## src/rtl/brdg_tlx_cmd_arbiter.sv

```systemverilog
// -----------------------------------------------------------------------------
// brdg_tlx_cmd_arbiter
//
// Shares the single AFU->TLX command port between four requesters:
//   0 = assign_actag, 1 = write, 2 = read, 3 = interrupt.
// assign_actag has strict priority. The three data requesters are served
// round-robin. After every assign_actag issue, the data requesters are held
// off for ACTAG_GAP cycles so that no command that uses the new acTag can
// overtake it. The block also owns the TLX command-credit counter.
//
// Optional feature: define BRDG_CMD_ARB_STAT_EN to build per-requester
// 32-bit grant counters. When it is undefined, grant_cnt_* read as 0 and no
// counter flops are built.
//
// Ports:
//   clk, rst                    clock, synchronous active-high reset
//   tlx_afu_cmd_initial_credit  credits advertised by TLX, loaded in S_INIT
//   tlx_afu_cmd_credit          one credit returned this cycle
//   <req>_valid/_cmd/_ready     requester handshakes (actag, wr, rd, intrp);
//                               ready is combinational and one-hot or zero
//   afu_tlx_cmd_valid/_bus      registered command to TLX, one cycle after
//                               grant; the bus holds its value when idle
//   credit_cnt                  credits currently available (0..16)
//   credit_ovf_err              sticky: credit returned while already at 16
//   grant_cnt_*                 per-requester grant statistics
// -----------------------------------------------------------------------------
module brdg_tlx_cmd_arbiter #(
    parameter int CMD_W     = 128,
    parameter int CREDIT_W  = 5,
    parameter int ACTAG_GAP = 2
) (
    input  logic                clk,
    input  logic                rst,
    input  logic [3:0]          tlx_afu_cmd_initial_credit,
    input  logic                tlx_afu_cmd_credit,
    input  logic                actag_valid,
    input  logic [CMD_W-1:0]    actag_cmd,
    output logic                actag_ready,
    input  logic                wr_valid,
    input  logic [CMD_W-1:0]    wr_cmd,
    output logic                wr_ready,
    input  logic                rd_valid,
    input  logic [CMD_W-1:0]    rd_cmd,
    output logic                rd_ready,
    input  logic                intrp_valid,
    input  logic [CMD_W-1:0]    intrp_cmd,
    output logic                intrp_ready,
    output logic                afu_tlx_cmd_valid,
    output logic [CMD_W-1:0]    afu_tlx_cmd_bus,
    output logic [CREDIT_W-1:0] credit_cnt,
    output logic                credit_ovf_err,
    output logic [31:0]         grant_cnt_actag,
    output logic [31:0]         grant_cnt_wr,
    output logic [31:0]         grant_cnt_rd,
    output logic [31:0]         grant_cnt_intrp
);

    localparam int NUM_REQ = 4;
    localparam logic [CREDIT_W-1:0] CREDIT_MAX = CREDIT_W'(16);
    localparam logic [3:0]          GAP_LOAD   = 4'(ACTAG_GAP);

    typedef enum logic [1:0] {
        S_INIT = 2'd0,
        S_RUN  = 2'd1,
        S_GAP  = 2'd2
    } state_e;

    // Round-robin pointer encoding over the data requesters.
    localparam logic [1:0] RR_WR = 2'd0;

    function automatic logic [1:0] rr_next(input logic [1:0] p);
        return (p == 2'd2) ? 2'd0 : p + 2'd1;
    endfunction

    state_e                           state_q, state_d;
    logic [3:0]                       gap_q, gap_d;
    logic [1:0]                       ptr_q, ptr_d;
    logic [CREDIT_W-1:0]              credit_q, credit_d;
    logic                             ovf_q, ovf_d;
    logic                             cmd_valid_q, cmd_valid_d;
    logic [CMD_W-1:0]                 cmd_bus_q, cmd_bus_d;

    logic [NUM_REQ-1:0]               grant;
    logic [NUM_REQ-1:0][CMD_W-1:0]    req_cmd;
    logic [3:0]                       dat_vld;
    logic                             can_grant;
    logic                             any_grant;
    logic [1:0]                       idx;
    logic                             found;

    assign req_cmd   = {intrp_cmd, rd_cmd, wr_cmd, actag_cmd};
    assign dat_vld   = {1'b0, intrp_valid, rd_valid, wr_valid};
    // Reset gates grants combinationally so an in-flight request is dropped
    // rather than issued into the reset edge.
    assign can_grant = !rst && (state_q != S_INIT) && (credit_q != '0);
    assign any_grant = |grant;

    // -------------------------------------------------------------------------
    // Arbitration and FSM next-state
    // -------------------------------------------------------------------------
    always_comb begin
        state_d = state_q;
        gap_d   = gap_q;
        ptr_d   = ptr_q;
        grant   = '0;
        idx     = ptr_q;
        found   = 1'b0;

        unique case (state_q)
            S_INIT: begin
                state_d = S_RUN;
            end

            S_RUN: begin
                if (can_grant) begin
                    if (actag_valid) begin
                        grant[0] = 1'b1;
                    end else begin
                        // Scan wr/rd/intrp starting at the pointer.
                        for (int k = 0; k < 3; k++) begin
                            if (!found && dat_vld[idx]) begin
                                found                = 1'b1;
                                grant[idx + 2'd1]    = 1'b1;
                                ptr_d                = rr_next(idx);
                            end
                            idx = rr_next(idx);
                        end
                    end
                end
                if (grant[0] && (ACTAG_GAP != 0)) begin
                    gap_d   = GAP_LOAD;
                    state_d = S_GAP;
                end
            end

            S_GAP: begin
                if (can_grant && actag_valid) begin
                    grant[0] = 1'b1;
                end
                if (grant[0]) begin
                    // A back-to-back assign_actag restarts the quiet window.
                    gap_d = GAP_LOAD;
                end else begin
                    gap_d = gap_q - 4'd1;
                    if (gap_q <= 4'd1) begin
                        state_d = S_RUN;
                    end
                end
            end

            default: begin
                state_d = S_INIT;
            end
        endcase
    end

    // -------------------------------------------------------------------------
    // Credit counter
    // -------------------------------------------------------------------------
    always_comb begin
        credit_d = credit_q;
        ovf_d    = ovf_q;
        if (state_q == S_INIT) begin
            // Returns that land here are dropped; TLX's advertised value wins.
            credit_d = CREDIT_W'(tlx_afu_cmd_initial_credit);
        end else if (any_grant && !tlx_afu_cmd_credit) begin
            credit_d = credit_q - CREDIT_W'(1);
        end else if (!any_grant && tlx_afu_cmd_credit) begin
            if (credit_q == CREDIT_MAX) begin
                ovf_d = 1'b1;
            end else begin
                credit_d = credit_q + CREDIT_W'(1);
            end
        end
    end

    // -------------------------------------------------------------------------
    // Command output register
    // -------------------------------------------------------------------------
    always_comb begin
        cmd_valid_d = any_grant;
        cmd_bus_d   = cmd_bus_q;
        for (int i = 0; i < NUM_REQ; i++) begin
            if (grant[i]) begin
                cmd_bus_d = req_cmd[i];
            end
        end
    end

    always_ff @(posedge clk) begin
        if (rst) begin
            state_q     <= S_INIT;
            gap_q       <= '0;
            ptr_q       <= RR_WR;
            credit_q    <= '0;
            ovf_q       <= 1'b0;
            cmd_valid_q <= 1'b0;
            cmd_bus_q   <= '0;
        end else begin
            state_q     <= state_d;
            gap_q       <= gap_d;
            ptr_q       <= ptr_d;
            credit_q    <= credit_d;
            ovf_q       <= ovf_d;
            cmd_valid_q <= cmd_valid_d;
            cmd_bus_q   <= cmd_bus_d;
        end
    end

    assign actag_ready       = grant[0];
    assign wr_ready          = grant[1];
    assign rd_ready          = grant[2];
    assign intrp_ready       = grant[3];
    assign afu_tlx_cmd_valid = cmd_valid_q;
    assign afu_tlx_cmd_bus   = cmd_bus_q;
    assign credit_cnt        = credit_q;
    assign credit_ovf_err    = ovf_q;

    // -------------------------------------------------------------------------
    // Grant statistics
    // -------------------------------------------------------------------------
`ifdef BRDG_CMD_ARB_STAT_EN
    logic [NUM_REQ-1:0][31:0] stat_q, stat_d;

    always_comb begin
        for (int i = 0; i < NUM_REQ; i++) begin
            // 32-bit add wraps naturally from 0xFFFFFFFF to 0.
            stat_d[i] = stat_q[i] + 32'(grant[i]);
        end
    end

    always_ff @(posedge clk) begin
        if (rst) begin
            stat_q <= '0;
        end else begin
            stat_q <= stat_d;
        end
    end

    assign grant_cnt_actag = stat_q[0];
    assign grant_cnt_wr    = stat_q[1];
    assign grant_cnt_rd    = stat_q[2];
    assign grant_cnt_intrp = stat_q[3];
`else
    assign grant_cnt_actag = 32'd0;
    assign grant_cnt_wr    = 32'd0;
    assign grant_cnt_rd    = 32'd0;
    assign grant_cnt_intrp = 32'd0;
`endif

endmodule

```

## config.mk

```make
export PLATFORM = sky130hd
export DESIGN_NAME = brdg_tlx_cmd_arbiter
export DESIGN_NICKNAME = d
export VERILOG_FILES = /design/src/rtl/brdg_tlx_cmd_arbiter.sv
export SDC_FILE = /design/constraint.sdc
export NUM_CORES = 1
export LEC_CHECK = 0
export BUFFER_PORTS_ARGS = -buffer_cell sky130_fd_sc_hd__clkbuf_2
export CAP_MARGIN = 15
export CORE_AREA = 3 3 306 308
export CTS_CLUSTER_DIAMETER = 200
export CTS_CLUSTER_SIZE = 14
export DETAILED_ROUTE_END_ITERATION = 12
export DIE_AREA = 0 0 309 311
export PLACE_DENSITY = 0.32
export SYNTH_ARGS = -nofsm -noshare
export SYNTH_HDL_FRONTEND = slang
export SYNTH_SLANG_ARGS = --single-unit
```

## constraint.sdc

```tcl
create_clock -name clk -period 9.7 [get_ports clk]
set_input_delay 1.94 -clock clk [delete_from_list [all_inputs] [get_ports clk]]
set_output_delay 1.94 -clock clk [all_outputs]
set_load 0.01 [all_outputs]
```

==> out/metrics.csv <==
stage;metric;value;unit
logic_synthesis;xor and xnor fraction of the mapped netlist area;0.00263;
timing;setup_tns;0;ps
detailed_routing;via/cell ratio;3.92;
clocking;Worst-path clk slew;60;ps
global_routing;antenna violations before repair;5;
logic_synthesis;Synth top area share;0.286;
logic_synthesis;Async S/R FF share, synth;0;
min_path;Worst Hold Depth;2;
power;Clk pwr share;0.326;
clocking;worst skew pair latency;500;ps
detailed_routing;Wirelength per Cell;18.9;um
power;Worst VDD drop;139;uV
clocking;clk buf depth;2;
clocking;H-tree depth;4;
final_layout;fraction of layout cells with a size suffix above 1;0.407;
global_routing;global-route wire length before repair;78600;um
power;combinational share of power;0.323;
logic_synthesis;EDFF count, synth;0;
place;Port Buffers;661;
final_layout;post-route insts no fill;2968;
critical_path;crit path kind;in2out;
logic_synthesis;sequential area share after synthesis;0.286;
detailed_routing;routed wire length;56000;um
power;total power;2.25;mW
logic_synthesis;mux share of post-synthesis cell area;0.0950;
detailed_routing;initial detailed-routing violation count;758;
logic_synthesis;Mapped Cells;1195;
timing;unrepaired setup endpoints after global routing;no;
clocking;Clock Root Buffer;clkbuf_16;
global_routing;vias in the first global route;11700;
clocking;total CTS buffers;17;
power;internal power;1.42;mW
min_path;hold path endpoint;credit_ovf_err$_SDFFE_PP0P_;
power;sequential cell fraction of total power;0.351;
floorplanning;Rows;111;
min_path;Hold Startpoint;credit_ovf_err$_SDFFE_PP0P_;
floorplanning;Initial Utilization;0.110;
logic_synthesis;main flop type after synthesis;dfxtp_1;
critical_path;worst r2r src;state_q[0]$_SDFFE_PP0P_;
clocking;# Post-CTS Setup Buffers;0;
timing;Worst-Margin Slew;1000;ps
timing;relative slew slack;0.331;
critical_path;FF-to-FF path depth;10;
floorplanning;die height;311;um
power;NetSw;0.833;mW
place;Final GP Congestion;0.863;
logic_synthesis;warnings from Yosys;0;
place;placed cells;2934;
run_status;status;finished, final reports clean;
timing;Final Slew Violations;0;
power;sw frac;0.370;
critical_path;Crit path required time;7760;ps
floorplanning;Boundary Pins;790;
logic_synthesis;Synth area leader;dfxtp_1;
place;detailed placement HPWL;43800;um
detailed_routing;first-pass detailed-route iteration total;5;
timing;fmax;0.179;GHz
detailed_routing;DRC violations left;0;
critical_path;worst path arrival time;3660;ps
logic_synthesis;largest family of logic cells by synthesized area;compound AO/OA/AOI/OAI gates;
critical_path;Critical Path Source;rd_valid;
timing;Final Hold Viols;0;
final_layout;Util after Layout;0.158;
floorplanning;die width;309;um
critical_path;R2R setup slack;5400;ps
timing;Tcrit/Tclk final;0.577;
logic_synthesis;Post-Synth Simple-Gate Area;0.0806;
power;Leak;6.29;nW
clocking;TritonCTS clock tree;done;
floorplanning;Core ar.;91400;sq um
timing;Final Skew;9.42;ps
final_layout;Final #Nets;2302;
timing;min cycle time layout;5600;ps
floorplanning;Die Area;96100;sq um
clocking;Hold Buf Count CTS;0;
logic_synthesis;Synth Cell Area;10000;sq um
logic_synthesis;post-synth cell types;53;
critical_path;reg-to-reg endpoint;afu_tlx_cmd_bus[8]$_SDFFE_PP0N_;
logic_synthesis;Seq cells post-synth;143;
logic_synthesis;Synth Area in Compound Gates;0.351;
logic_synthesis;Synth Area in Adders;0.0158;
critical_path;startpoint types;primary input;
final_layout;Area Growth Syn to Fin;44.2;%
logic_synthesis;synth top area cells;dfxtp_1, a221oi_1, buf_4;
final_layout;cell area after layout;14400;sq um
detailed_routing;post-route ant nets;0;
global_routing;total global-route track usage;0.111;
clocking;Sink Count;143;
global_routing;GRT overflow;0;
timing;Setup Viol. Count Final;0;
logic_synthesis;Syn Area/Cell;8.38;sq um
detailed_routing;via count of the routed design;11600;
critical_path;CP Capture Type;output pin;
min_path;Hold WC Path Type;reg2reg;
place;dpl cell area;13800;sq um
critical_path;crit path max fanout;71;
flow_run;max cap viols;0;
global_routing;largest net degree at the start of global routing;85;
clocking;cts repair resizes;0;
power;Power per Cell Area;156;nW/um^2
-- stage by stage --
step                worst slack, ps  hold slack [ps]
floorplan                      4490              472
finish                         4100              504
global route                   4000              542
CTS                            4130              514
global placement               4150              498
detailed placement             4060              502
-- registers in the layout (all words and copies together) (netlist names) --
signal	cells
ptr_q	2
gap_q	4
credit_cnt	5
state_q	2
credit_ovf_err	1
afu_tlx_cmd_valid	1
afu_tlx_cmd_bus	128
-- power groups by stage --
stage,Sequential [mW],Combinational (mW),Clock (mW)
6_report,0.792,0.728,0.734
5_1_grt,0.807,0.810,0.795
3_5_place_dp,0.804,0.739,0
2_1_floorplan,0.835,0.380,0
3_3_place_gp,0.801,0.739,0
4_1_cts,0.792,0.741,0.779
-- Yosys cell counts, types with 2 or more instances --
library cell  count
a221oi_1        128
buf_1             3
ha_1             11
or3_1             2
dfxtp_1         143
and3_1           36
a211oi_1          2
buf_12            7
clkbuf_1         65
a21boi_0         37
o211a_1           2
a31oi_1           3
o32ai_1          93
o211ai_1          5
o21ai_0         136
xnor2_1           2
a21oi_1          79
nor2_1          109
buf_2            38
nor3_1            5
inv_1            14
buf_4           140
mux2i_1          95
nand2_1           9
nor2b_1           3
-- layout make-up --
type / instances / area [sq um]
antenna: 2 / 5.00
clock buffer: 19 / 453
clock inverter: 13 / 161
fill: 10500 / 77000
inverter: 14 / 60.1
multi-input combinational: 912 / 5970
sequential: 143 / 2860
tap: 1186 / 1480
timing repair buffer: 679 / 3440
-- critical path: stages --
cell and delay (ps):
clkbuf_2 140, o21ai_0 250, o211a_2 210, buf_4 470, and2_4 410, clkbuf_2 190
-- kinds of logic after synthesis --
kind of cell    Yosys count
flops                   143
compound gates          500
other cells               1
simple gates            174
mux                      95
buf+inv                 267
fa+ha+maj                12
xor+xnor                  3
-- cell usage in the layout (no fill, tap or decap), types with 2 or more instances in the layout --
master / synthesis / routed
a211oi_1: 2 / 2
a21boi_0: 37 / 37
a21oi_1: 79 / 79
a21oi_4: 1 / 2
a221oi_1: 128 / 128
a31oi_1: 3 / 3
and3_1: 36 / 36
buf_4: 140 / 18
bufinv_16: 0 / 3
clkbuf_16: 0 / 17
clkbuf_2: 0 / 661
clkbuf_8: 0 / 2
clkinv_2: 0 / 3
clkinvlp_4: 0 / 4
conb_1: 1 / 128
dfxtp_1: 143 / 143
diode_2: 0 / 2
ha_1: 11 / 11
inv_1: 14 / 12
inv_6: 0 / 3
mux2i_1: 95 / 95
nand2_1: 9 / 8
nor2_1: 109 / 109
nor2b_1: 3 / 3
nor3_1: 5 / 5
o211ai_1: 5 / 5
o21ai_0: 136 / 136
o32ai_1: 93 / 93
or3_1: 2 / 2
xnor2_1: 2 / 2
-- metal layers --
layer	GRT usage	part of all wire
met1	0.123	0.39
met2	0.200	0.51
met3	0.0340	0.084
met4	0.0368	0.021
met5	0	0.00046
-- how the worst max path moves through the flow --
stage,endpoint,cells after the start
global route,wr_ready,6
CTS,intrp_ready,5
finish,wr_ready,6
detailed placement,afu_tlx_cmd_bus[8]$_SDFFE_PP0N_,9
global placement,wr_ready,6
floorplan,intrp_ready,6
Power figures use the tool's default switching activity.
